$ cat src/rtl/hub75_bcm_scan_ctrl.sv
// hub75_bcm_scan_ctrl
//
// Scan scheduler for a HUB75 LED matrix panel. It walks scan rows and
// binary-coded-modulation (BCM) bit planes. For each pixel it fetches one
// 6-bit word from a framebuffer. For every row/plane it sequences the shift
// clock, blanking, the row address, the latch and a weighted output-enable
// window.
//
// Optional feature macro: BRIGHTNESS_EN
//   Adds input brightness[3:0]. Inside each SHOW window, OE is driven low only
//   for the first floor((brightness+1)*window/16) ticks. The window length
//   stays unchanged.
//
// Ports
//   clk, rst            system clock, asynchronous active-high reset
//   enable              run scanning; sampled in IDLE before each row/plane
//   brightness[3:0]     (BRIGHTNESS_EN only) global dimming, sampled at SHOW entry
//   rd_req              pixel fetch request
//   rd_row/col/plane    address of the requested pixel bit
//   rd_valid, rd_data   fetch response {B2,G2,R2,B1,G1,R1}
//   H75_R1..H75_B2      panel colour data pins
//   H75_A..H75_E        row address bits 0..4
//   H75_Clk, H75_Lat    shift clock and latch
//   H75_OE              output enable, active low
//   frame_done          one-clk pulse after the last plane of the last row
//   dbg_state           current FSM state (encoding of state_t)
//
// Fetch handshake: rd_req is high exactly while the FSM is in FETCH. During
// that time rd_row/rd_col/rd_plane are held stable. A word transfers on the
// clk edge where rd_req and rd_valid are both high. rd_valid is ignored while
// rd_req is low.

module hub75_bcm_scan_ctrl #(
    parameter int COLS    = 64,
    parameter int ROWS    = 32,
    parameter int BPC     = 4,
    parameter int CLK_DIV = 27,
    parameter int BASE_ON = 8
) (
    input  logic                                   clk,
    input  logic                                   rst,
    input  logic                                   enable,
`ifdef BRIGHTNESS_EN
    input  logic [3:0]                             brightness,
`endif
    output logic                                   rd_req,
    output logic [4:0]                             rd_row,
    output logic [$clog2(COLS)-1:0]                rd_col,
    output logic [((BPC > 1) ? $clog2(BPC) : 1)-1:0] rd_plane,
    input  logic                                   rd_valid,
    input  logic [5:0]                             rd_data,
    output logic                                   H75_R1,
    output logic                                   H75_G1,
    output logic                                   H75_B1,
    output logic                                   H75_R2,
    output logic                                   H75_G2,
    output logic                                   H75_B2,
    output logic                                   H75_A,
    output logic                                   H75_B,
    output logic                                   H75_C,
    output logic                                   H75_D,
    output logic                                   H75_E,
    output logic                                   H75_Clk,
    output logic                                   H75_Lat,
    output logic                                   H75_OE,
    output logic                                   frame_done,
    output logic [2:0]                             dbg_state
);

    localparam int CW     = $clog2(COLS);
    localparam int PW     = (BPC > 1) ? $clog2(BPC) : 1;
    localparam int DW     = (CLK_DIV > 1) ? $clog2(CLK_DIV) : 1;
    // Wide enough to hold the longest window, BASE_ON << (BPC-1), without wrap.
    localparam int SHOW_W = $clog2(BASE_ON << (BPC - 1)) + 1;

    typedef enum logic [2:0] {
        S_IDLE     = 3'd0,
        S_FETCH    = 3'd1,
        S_CLK_HI   = 3'd2,
        S_CLK_LO   = 3'd3,
        S_BLANK    = 3'd4,
        S_LATCH_HI = 3'd5,
        S_LATCH_LO = 3'd6,
        S_SHOW     = 3'd7
    } state_t;

    state_t            state_q, state_d;
    logic [DW-1:0]     div_cnt;
    logic              tick;
    logic [4:0]        row_q;
    logic [CW-1:0]     col_q;
    logic [PW-1:0]     plane_q;
    logic [SHOW_W-1:0] show_cnt;
    logic [SHOW_W-1:0] show_off;   // OE goes high once show_cnt drops to this
    logic [SHOW_W-1:0] win;
    logic [SHOW_W-1:0] on_ticks;
    logic [5:0]        data_q;
    logic [4:0]        addr_q;
    logic              clk_q, lat_q, oe_q, fd_q;
    logic              last_col;

    // Free-running tick prescaler. All pin timing is counted in ticks.
    always_ff @(posedge clk or posedge rst) begin
        if (rst) begin
            div_cnt <= '0;
        end else if (tick) begin
            div_cnt <= '0;
        end else begin
            div_cnt <= div_cnt + DW'(1);
        end
    end

    assign tick     = (div_cnt == DW'(CLK_DIV - 1));
    assign last_col = (col_q == CW'(COLS - 1));
    assign win      = SHOW_W'(BASE_ON) << plane_q;

`ifdef BRIGHTNESS_EN
    localparam int PRW = SHOW_W + 4;
    logic [PRW-1:0] on_prod;

    // (brightness+1) * window fits in SHOW_W+4 bits; >>4 is the /16.
    assign on_prod  = (PRW'(brightness) + PRW'(1)) * PRW'(win);
    assign on_ticks = SHOW_W'(on_prod >> 4);

    always_ff @(posedge clk or posedge rst) begin
        if (rst) begin
            show_off <= '0;
        end else if (state_q == S_LATCH_LO && tick) begin
            show_off <= win - on_ticks;
        end
    end
`else
    assign on_ticks = win;
    assign show_off = '0;
`endif

    // State register
    always_ff @(posedge clk or posedge rst) begin
        if (rst) begin
            state_q <= S_IDLE;
        end else begin
            state_q <= state_d;
        end
    end

    // Next-state logic. Every step is tick-gated except the fetch wait.
    always_comb begin
        state_d = state_q;
        case (state_q)
            S_IDLE:     if (tick && enable) state_d = S_FETCH;
            S_FETCH:    if (rd_valid) state_d = S_CLK_HI;
            S_CLK_HI:   if (tick) state_d = S_CLK_LO;
            S_CLK_LO:   if (tick) state_d = last_col ? S_BLANK : S_FETCH;
            S_BLANK:    if (tick) state_d = S_LATCH_HI;
            S_LATCH_HI: if (tick) state_d = S_LATCH_LO;
            S_LATCH_LO: if (tick) state_d = S_SHOW;
            S_SHOW:     if (tick && show_cnt <= SHOW_W'(1)) state_d = S_IDLE;
            default:    state_d = S_IDLE;
        endcase
    end

    // Datapath and registered pins
    always_ff @(posedge clk or posedge rst) begin
        if (rst) begin
            row_q    <= '0;
            col_q    <= '0;
            plane_q  <= '0;
            show_cnt <= '0;
            data_q   <= '0;
            addr_q   <= '0;
            clk_q    <= 1'b0;
            lat_q    <= 1'b0;
            oe_q     <= 1'b1;
            fd_q     <= 1'b0;
        end else begin
            fd_q <= 1'b0;
            case (state_q)
                S_FETCH: begin
                    if (rd_valid) data_q <= rd_data;
                end
                S_CLK_HI: begin
                    if (tick) clk_q <= 1'b1;
                end
                S_CLK_LO: begin
                    if (tick) begin
                        clk_q <= 1'b0;
                        col_q <= last_col ? '0 : col_q + CW'(1);
                    end
                end
                S_BLANK: begin
                    // The address moves while the panel is dark and before the latch.
                    if (tick) begin
                        oe_q   <= 1'b1;
                        addr_q <= row_q;
                    end
                end
                S_LATCH_HI: begin
                    if (tick) lat_q <= 1'b1;
                end
                S_LATCH_LO: begin
                    if (tick) begin
                        lat_q    <= 1'b0;
                        show_cnt <= win;
                        oe_q     <= (on_ticks == '0);
                    end
                end
                S_SHOW: begin
                    if (tick) begin
                        if (show_cnt > SHOW_W'(1)) begin
                            show_cnt <= show_cnt - SHOW_W'(1);
                            oe_q     <= !((show_cnt - SHOW_W'(1)) > show_off);
                        end else begin
                            show_cnt <= '0;
                            oe_q     <= 1'b1;
                            if (plane_q == PW'(BPC - 1)) begin
                                plane_q <= '0;
                                if (row_q == 5'(ROWS - 1)) begin
                                    row_q <= '0;
                                    fd_q  <= 1'b1;
                                end else begin
                                    row_q <= row_q + 5'd1;
                                end
                            end else begin
                                plane_q <= plane_q + PW'(1);
                            end
                        end
                    end
                end
                default: ;
            endcase
        end
    end

    assign rd_req   = (state_q == S_FETCH);
    assign rd_row   = row_q;
    assign rd_col   = col_q;
    assign rd_plane = plane_q;

    assign {H75_B2, H75_G2, H75_R2, H75_B1, H75_G1, H75_R1} = data_q;
    assign {H75_E, H75_D, H75_C, H75_B, H75_A}             = addr_q;

    assign H75_Clk    = clk_q;
    assign H75_Lat    = lat_q;
    assign H75_OE     = oe_q;
    assign frame_done = fd_q;
    assign dbg_state  = state_q;

endmodule

$ cat config.mk
export PLATFORM = sky130hd
export DESIGN_NAME = hub75_bcm_scan_ctrl
export DESIGN_NICKNAME = d
export VERILOG_FILES = /design/src/rtl/hub75_bcm_scan_ctrl.sv
export SDC_FILE = /design/constraint.sdc
export NUM_CORES = 1
export LEC_CHECK = 0
export CORE_AREA = 2 2 62 87
export DETAILED_ROUTE_END_ITERATION = 6
export DIE_AREA = 0 0 64 89
export PLACE_DENSITY = 0.84
export SYNTH_ARGS = -nofsm -noshare
export SYNTH_HDL_FRONTEND = slang
export SYNTH_SLANG_ARGS = --single-unit
$ cat constraint.sdc
create_clock -name clk -period 1.75 [get_ports clk]
set_input_delay 0.525 -clock clk [delete_from_list [all_inputs] [get_ports clk]]
set_output_delay 0.525 -clock clk [all_outputs]
set_load 0.02 [all_outputs]
==> impl_results.md, run 1 <==
- Slew HR: 72.83%
- Detail Route met2 WL: 3321 µm
- CTS clk-pin slew, worst paths: 0.09 ns
- Worst path required time: 1.98 ns
- Global-route wire length before repair: 9301 µm
- Total track usage: 20.90%
- WHS: 0.5009 ns
- Proportion of synthesized area in mux cells: 7.027%
- Crit Path Class: flop to flop
- Actual slew at the worst max-slew pin: 0.4063 ns
- Initial antenna violation count: 0
- Setup slack, reg-to-reg: -0.14 ns
- Buffers on Ports: 41
- Final setup margin: -0.1424 ns
- Met3 routed WL: 297 µm
- Antenna Nets Post-Route: 0
- Post-synthesis xor/xnor area fraction: 3.123%
- Fin Setup TNS: -0.8838 ns
- Violations in the final reports: setup timing
- CTS Buffer Depth: 2
- Final min period: 1.892 ns
- Syn Nets: 239
- DP Wirelength: 3922 µm
- I/O pins: 42
- Total Wirelength: 5926 µm
- Post-route insts no fill: 371
- Worst Hold Class: flop to flop
- Top achievable clock speed: 528.4 MHz
- Die height: 89 µm
- Row count: 30
- Slowest stage delay, CP: 0.45 ns
- Hold Path Stages: 1
- Via Count: 2047
- Synth Flop Type: dfrtp_1
- Crit path max fanout: 2
- Clock Latency Late Sink: 0.30 ns
- Hold path startpoint: rd_col[4]$_DFFE_PP0P_
- Hold Fails Final Rpt: 0
- Critical Path, Cell by Cell: inv_2 -> ha_4 -> and4b_1 -> o21bai_1 -> or4b_1 -> or4_1 -> o211ai_1
- DR top layer: met4
- R2r worst-path depth: 7
- Layout area overhead: 47.80%
- Largest net degree at the start of global routing: 44
- Vias in the first global route: 2074
- # clock sinks: 43
- DIE WIDTH: 64 µm
- Dpl ws: -0.1446 ns
- Startpoint Class: flop
- Number of synthesized flops with an enable pin: 0
- Largest family of logic cells by synthesized area: simple AND/OR/NAND/NOR gates
- Area of the multi-input gates: 1201 µm²
- Post-Syn Area: 2243 µm²
- Tcrit/Tclk final: 108.1%
- Critical R2R Capture: H75_OE$_DFFE_PP1P_
- Simple-gate share of the synthesized area: 18.24%
- Avg Inst Size Synth: 10.39 µm²
- Inst Count DP: 356
- Initial Util: 46.33%
- Num CTS Buffers: 5
- Ys async rst share: 100.0%
- Fillers: 335
- CP arrival: 2.13 ns
- P per Cell Area: 889.3 nW/µm²
- Setup Skew: 0.006817 ns
- M1 WL: 2091 µm
- H-Tree Depth: 2
- Commonest non-fill, non-tap cell in the layout: buf_4
- Pwr Total: 0.002949 W
- Max-slew violations: 0
- Congestion Overflow GR: 0
- Critical path's slowest cell: or4b_1
- Residual DRC: 0
- Seq/Total Area, Yosys: 48.02%
- Reg area: 1082 µm²
- Layout cell share with drive strength beyond 1: 35.50%
- First-pass DRT Iterations: 4
- Clk root buf: clkbuf_8
- Synth Area in Compound Gates: 12.44%
- Yosys warning total: 0
- Crit end category: flop
- Reg2reg start: div_cnt[0]$_DFF_PP0_
- Distinct cell type count after synthesis: 44
- Flops & latches, synth: 43
- RSZ-0062 raised after global routing: true
- GPL Wtd Cong: 0.8834
- Post-synthesis instance total: 216
- Number of max-cap violations: 0
- Initial DRC Count: 125
- Nets@finish: 329
- Die ar.: 5696 µm²
- Commonest cells after routing, fill and taps aside: 45 x buf_4, 38 x dfrtp_1, 28 x dlygate4sd2_1, 17 x nor2_1
- Area of the core: 4842 µm²
- Hold-critical path endpoint: rd_col[4]$_DFFE_PP0P_
- Leakage power: 1.656 nW
- Adder-Cell Fraction of Synth Area: 7.250%
- Final Setup Violations: 13
- Via density: 5.518
- TritonCTS clock tree: built
- Peak VDD IR: 0.7875 mV
- ANT cells: 0
- Worst Setup SP: div_cnt[0]$_DFF_PP0_
- Wire length per cell: 15.97 µm
- Status: finished, violations left
[power by group]
part	switching [W]	internal, W	total, W
registers	0.0000725	0.00111	0.00118
logic	0.000472	0.000363	0.000835
clock network	0.000363	0.000569	0.000932
total	0.000908	0.00204	0.00295
[cells in the mapped netlist, types with 3 or more instances]
cell type	instances	area (µm²)
o21ai_0	12	60.06
xor2_1	3	26.28
clkbuf_1	3	11.26
nor3_1	7	35.03
a21oi_1	9	45.04
nor2_1	19	71.32
and3_1	5	31.28
nand2_1	18	67.56
xnor2_1	5	43.79
o22ai_1	5	31.28
dfrtp_1	42	1051
ha_1	13	162.7
mux2_2	14	157.7
nand3_1	10	50.05
inv_1	11	41.29
[state kept, by name (all words and copies together), names as in the netlist]
signal / flops
H75_Clk: 1
H75_Lat: 1
H75_OE: 1
addr_q: 5
data_q: 6
dbg_state: 3
div_cnt: 5
frame_done: 1
rd_col: 6
rd_plane: 2
rd_row: 5
show_cnt: 7
[worst max-delay path by stage]
stage / to
after global placement: H75_OE$_DFFE_PP1P_
after floorplan: H75_OE$_DFFE_PP1P_
final: H75_OE$_DFFE_PP1P_
after detailed placement: H75_OE$_DFFE_PP1P_
after CTS: H75_OE$_DFFE_PP1P_
after global routing: H75_OE$_DFFE_PP1P_
[logic make-up after synthesis]
family	count (synthesis)
buffers and inverters	19
AND/OR/NAND/NOR	75
XOR/XNOR	8
multiplexers	14
flip-flops	43
adder cells (fa/ha/maj)	13
AO/OA/AOI/OAI	44
[critical path: cells and delay by family, from the launching register on]
kind | cells | cell delay, ns
adders and majority gates | 1 | 0.12
DFF | 1 | 0.39
and+or+nand+nor | 3 | 1.05
AOI/OAI and AO/OA | 2 | 0.19
buffers and inverters | 1 | 0.07
[metal layers]
| metal | vias to the layer above | global-route usage, % |
|---|---|---|
| met4 | 0 | 9.881 |
| met5 | - | 0 |
| met3 | 22 | 3.904 |
| li1 | 952 | - |
| met2 | 79 | 39.68 |
| met1 | 994 | 22.17 |
[final cells by class]
| cell class | count | area share, % |
|---|---|---|
| tap | 64 | 2.415 |
| clock buffer | 5 | 2.075 |
| inverter | 12 | 1.358 |
| sequential | 43 | 32.64 |
| multi-input combinational | 154 | 36.23 |
| timing repair buffer | 90 | 23.25 |
| clock inverter | 3 | 2.038 |
[stage by stage]
step / instance area, µm² / util (%)
6_report: 3316 / 68.48
5_1_grt: 3316 / 68.48
2_1_floorplan: 2255 / -
3_3_place_gp: 3029 / 62.56
4_1_cts: 3178 / 65.63
3_5_place_dp: 3029 / 62.56
[timing repair]
action / CTS / global route
hold buffers: 0 / 0
gates resized for setup: 43 / 33
pin swaps: 6 / 7
endpoints found under the hold margin: 0 / 0
endpoints found under the setup margin: 42 / 30
buffers inserted: 4 / 5
(Power assumes the default switching activity.)
==> run 2: changes to the inputs <==
Settings changed: CELL_PAD_IN_SITES_DETAIL_PLACEMENT set to 1, CELL_PAD_IN_SITES_GLOBAL_PLACEMENT set to 1, CORE_AREA 2 2 62 87 to 2 2 70 99, DIE_AREA 0 0 64 89 to 0 0 72 101, HOLD_SLACK_MARGIN set to 0.15, PLACE_DENSITY 0.84 to 0.83.
==> run 2 against run 1 <==
  * Clock skew fell by 0.0011 ns
  * Core utilization decreased by 14 points
  * The flow still finishes with violations (setup timing)
  * First-iteration DRC count fell by 47%
  * Non-clock buffer count up 11
  * Critical path depth stayed put
==> impl_results.md, run 2 (synthesized netlist as in run 1, its figures left out) <==
- Status: finished, violations left
- Violations in the final reports: setup timing
- Peak VDD IR: 0.6322 mV
- Hold path startpoint: rd_col[4]$_DFFE_PP0P_
- GPL Wtd Cong: 0.8725
- Vias in the first global route: 2215
- Startpoint Class: flop
- Buffers on Ports: 41
- Via Count: 2088
- Final setup margin: -0.2251 ns
- Num CTS Buffers: 5
- Die height: 101 µm
- CP arrival: 2.20 ns
- Tcrit/Tclk final: 112.9%
- Via density: 5.327
- Total Wirelength: 7317 µm
- Fin Setup TNS: -1.081 ns
- First-pass DRT Iterations: 4
- H-Tree Depth: 2
- Crit path max fanout: 2
- Commonest non-fill, non-tap cell in the layout: buf_4
- Residual DRC: 0
- Die ar.: 7272 µm²
- Initial DRC Count: 66
- Initial Util: 34.85%
- DIE WIDTH: 72 µm
- Clock Latency Late Sink: 0.30 ns
- Initial antenna violation count: 0
- Layout area overhead: 55.05%
- CTS Buffer Depth: 2
- DP Wirelength: 4854 µm
- ANT cells: 0
- Largest net degree at the start of global routing: 44
- Top achievable clock speed: 506.3 MHz
- Worst path required time: 1.97 ns
- Worst Setup SP: div_cnt[0]$_DFF_PP0_
- Final Setup Violations: 16
- Crit Path Class: flop to flop
- Max FFs per register: 7
- P per Cell Area: 776.1 nW/µm²
- Global-route wire length before repair: 10930 µm
- Congestion Overflow GR: 0
- TritonCTS clock tree: built
- Hold Fails Final Rpt: 0
- Nets@finish: 340
- CTS Hold Buffers Added: 0
- Reg2reg start: div_cnt[0]$_DFF_PP0_
- Total track usage: 19.46%
- I/O pins: 42
- Actual slew at the worst max-slew pin: 0.3731 ns
- Crit end category: flop
- Number of max-cap violations: 0
- Area of the core: 6437 µm²
- Leakage power: 1.706 nW
- Wire length per cell: 18.67 µm
- Commonest cells after routing, fill and taps aside: 50 x buf_4, 38 x dfrtp_1, 29 x dlygate4sd2_1, 16 x nor2_1, 13 x mux2_2
- Clk root buf: clkbuf_8
- Antenna Nets Post-Route: 0
- Dpl ws: -0.2534 ns
- Row count: 35
- RSZ-0062 raised after global routing: true
- Worst Hold Class: flop to flop
- Slew HR: 74.95%
- Max-slew violations: 0
- Top reg by flops: show_cnt
- Final min period: 1.975 ns
- # clock sinks: 43
- Setup Skew: 0.005687 ns
- Layout cell share with drive strength beyond 1: 42.14%
- CTS clk-pin slew, worst paths: 0.08 ns
-- run 2: what timing repair did --
item	4_1_cts	5_1_grt
pin swaps	7	12
gates resized for setup	56	46
buffers inserted	5	5
endpoints found under the setup margin	54	36
-- run 2: where the power goes --
part           switching (W)  leakage, nW  internal, W
logic               0.000516         1.11     0.000363
clock network       0.000344       0.0422     0.000281
registers          0.0000842        0.557      0.00111
-- run 2: final timing paths --
kind | end | slack (ns) | depth (start not counted)
setup / recovery | H75_OE$_DFFE_PP1P_ | -0.23 | 7
hold / removal | rd_col[4]$_DFFE_PP0P_ | 0.50 | 1
setup reg to reg | H75_OE$_DFFE_PP1P_ | -0.23 | 7
hold reg to reg | rd_col[4]$_DFFE_PP0P_ | 0.50 | 1
max in group asynchronous | H75_OE$_DFFE_PP1P_ | 0.89 | 3
min in group asynchronous | data_q[1]$_DFFE_PP0P_ | 0.59 | 3
-- run 2: routing by layer --
metal | global-route usage [%] | vias to the layer above | routed length, µm
li1 | - | 971 | -
met4 | 7.112 | 0 | 146
met1 | 19.23 | 1072 | 2631
met2 | 39.39 | 35 | 4376
met3 | 3.000 | 10 | 163
met5 | 0 | - | 0
-- run 2: final cells by class --
cell class / count / area [µm²]
Fill cell: 700 / 2959
Multi-Input combinational cell: 154 / 1310
Sequential cell: 43 / 1082
Timing Repair Buffer: 101 / 867.1
Tap cell: 74 / 92.59
Clock buffer: 7 / 76.32
Inverter: 12 / 45.04
Clock inverter: 1 / 5.005
-- run 2: metrics by stage --
stage	total power [W]	hold slack (ns)	instance area [µm²]	std cells	utilization, %
floorplan	0.001638	0.4500	2255	216	-
global placement	0.002060	0.4845	3102	374	48.18
detailed placement	0.002092	0.4913	3102	374	48.18
CTS	0.002641	0.5031	3261	387	50.65
global route	0.002845	0.5256	3478	392	54.03
finish	0.002700	0.5017	3478	392	54.03
-- run 2: critical path, stage by stage, from the launching register on --
cell	delay, ns
dfrtp_1	0.40
inv_2	0.07
ha_4	0.13
and4b_2	0.23
o21bai_1	0.09
or4b_1	0.46
or4_1	0.42
o211ai_1	0.11
==> run 3: changes to the inputs <==
Settings changed: CORE_AREA 2 2 70 99 to 2 2 82 84, DIE_AREA 0 0 72 101 to 0 0 84 86, PLACE_DENSITY 0.83 to 0.84.
==> run 3 against run 2 <==
  * Critical endpoint unchanged
  * Non-clock buffer count did not move
  * Critical path depth stayed put
  * First-iteration DRC count rose by 50%
  * Global-route usage grew 0.79 points
  * Routed wire length rose by 5.8%
  * The run still ends with setup timing left
  * Sequential power about the same
  * Register-to-register slack lost 0.11 ns
  * Largest power group unchanged
==> impl_results.md, run 3 (synthesized netlist as in run 1, its figures left out) <==
- CTS Buffer Depth: 2
- Number of max-cap violations: 0
- Congestion Overflow GR: 0
- Clk root buf: clkbuf_8
- P per Cell Area: 853.9 nW/µm²
- Max FFs per register: 7
- Leakage power: 1.679 nW
- M1 WL: 3054 µm
- Initial Util: 35.74%
- Final setup margin: -0.3320 ns
- Layout cell share with drive strength beyond 1: 41.19%
- H-Tree Depth: 2
- Total Wirelength: 7745 µm
- GPL Wtd Cong: 0.7987
- Placed cell area: 3098 µm²
- Status: finished, violations left
- Crit Path Class: flop to flop
- Startpoint Class: flop
- Hold Fails Final Rpt: 0
- Area of the core: 6277 µm²
- Worst path required time: 1.98 ns
- Die height: 86 µm
- Antenna Nets Post-Route: 0
- Largest net degree at the start of global routing: 44
- Top achievable clock speed: 480.3 MHz
- Detail Route met2 WL: 4188 µm
- # clock sinks: 43
- Final min period: 2.082 ns
- Global-route wire length before repair: 11370 µm
- Crit path max fanout: 2
- Actual slew at the worst max-slew pin: 0.3464 ns
- Nets@finish: 340
- Area of the multi-input gates: 1251 µm²
- CTS clk-pin slew, worst paths: 0.09 ns
- Fillers: 696
- DP Wirelength: 4797 µm
- DIE WIDTH: 84 µm
- Crit end category: flop
- Die ar.: 7224 µm²
- Dpl ws: -0.1704 ns
- Commonest non-fill, non-tap cell in the layout: buf_4
- Final instance area: 3431 µm²
- Wire length per cell: 19.61 µm
- Violations in the final reports: setup timing
- Vias in the first global route: 2278
- Via Count: 2101
- Buffers on Ports: 41
- Met3 routed WL: 276 µm
- Clock Latency Late Sink: 0.31 ns
- CTS Hold Buffers Added: 0
- DR top layer: met4
- RSZ-0062 raised after global routing: true
- Total track usage: 20.25%
- First-pass DRT Iterations: 4
- Worst Hold Class: flop to flop
- Setup Skew: 0.01052 ns
- I/O pins: 42
- Top reg by flops: show_cnt
- CP arrival: 2.31 ns
- Layout area overhead: 52.93%
- Initial DRC Count: 99
- ANT cells: 0
- TritonCTS clock tree: built
- Peak VDD IR: 0.5942 mV
- Slew HR: 76.71%
- Via density: 5.319
- Initial antenna violation count: 0
- Row count: 29
- Reg area: 1085 µm²
- Tcrit/Tclk final: 119.0%
- Max-slew violations: 0
- Residual DRC: 0
- Final Setup Violations: 28
- Commonest cells after routing, fill and taps aside: 53 x buf_4, 36 x dfrtp_1, 26 x dlygate4sd2_1, 16 x nor2_1
- Num CTS Buffers: 5
-- run 3: layout make-up --
| type | instances | area share (%) |
|---|---|---|
| Clock inverter | 1 | 0.8753 |
| Inverter | 12 | 1.313 |
| Multi-Input combinational cell | 154 | 36.47 |
| Tap cell | 77 | 2.808 |
| Timing Repair Buffer | 101 | 24.69 |
| Sequential cell | 43 | 31.62 |
| Clock buffer | 7 | 2.225 |
-- run 3: stage by stage --
stage,utilization (%),power [W],hold WS [ns],instances,TNS [ns]
finish,54.65,0.002930,0.5065,395,-4.452
global route,54.65,0.003077,0.5270,395,-5.600
CTS,52.28,0.002854,0.5077,391,-0.6382
detailed placement,49.35,0.002147,0.4955,376,-2.242
global placement,49.35,0.002116,0.4780,376,-1.318
floorplan,-,0.001638,0.4500,216,-0.5975
-- run 3: per-layer routing --
layer / global-route usage, % / vias to the layer above
met3: 3.657 / 16
met1: 22.38 / 1058
li1: - / 972
met4: 9.677 / 0
met5: 0 / -
met2: 37.60 / 55
-- run 3: final timing paths --
check | from | end | slack, ns | cells after the start
worst max-delay path | div_cnt[0]$_DFF_PP0_ | H75_OE$_DFFE_PP1P_ | -0.33 | 7
worst min-delay path | rd_col[4]$_DFFE_PP0P_ | rd_col[4]$_DFFE_PP0P_ | 0.51 | 1
worst max register to register | div_cnt[0]$_DFF_PP0_ | H75_OE$_DFFE_PP1P_ | -0.33 | 7
worst min register to register | rd_col[4]$_DFFE_PP0P_ | rd_col[4]$_DFFE_PP0P_ | 0.51 | 1
max in group asynchronous | rst | H75_OE$_DFFE_PP1P_ | 0.92 | 3
min in group asynchronous | rst | rd_row[3]$_DFFE_PP0P_ | 0.56 | 3
-- run 3: timing repair --
action                                 CTS  global route
pin swaps                                8             9
setup endpoints to repair               52            32
setup buffers                            7             4
endpoints found under the hold margin    0             0
gates resized for setup                 63            36
-- run 3: power by group --
part / internal (W) / switching (W)
clock: 0.000428 / 0.000361
combinational: 0.000410 / 0.000539
sequential: 0.00111 / 0.0000804
total: 0.00195 / 0.000980
-- run 3: critical path, stage by stage, from the launching register on --
cell	delay (ns)
dfrtp_1	0.40
inv_1	0.09
ha_1	0.19
and4b_1	0.24
o21bai_1	0.11
or4b_1	0.46
or4_1	0.41
o211ai_1	0.11
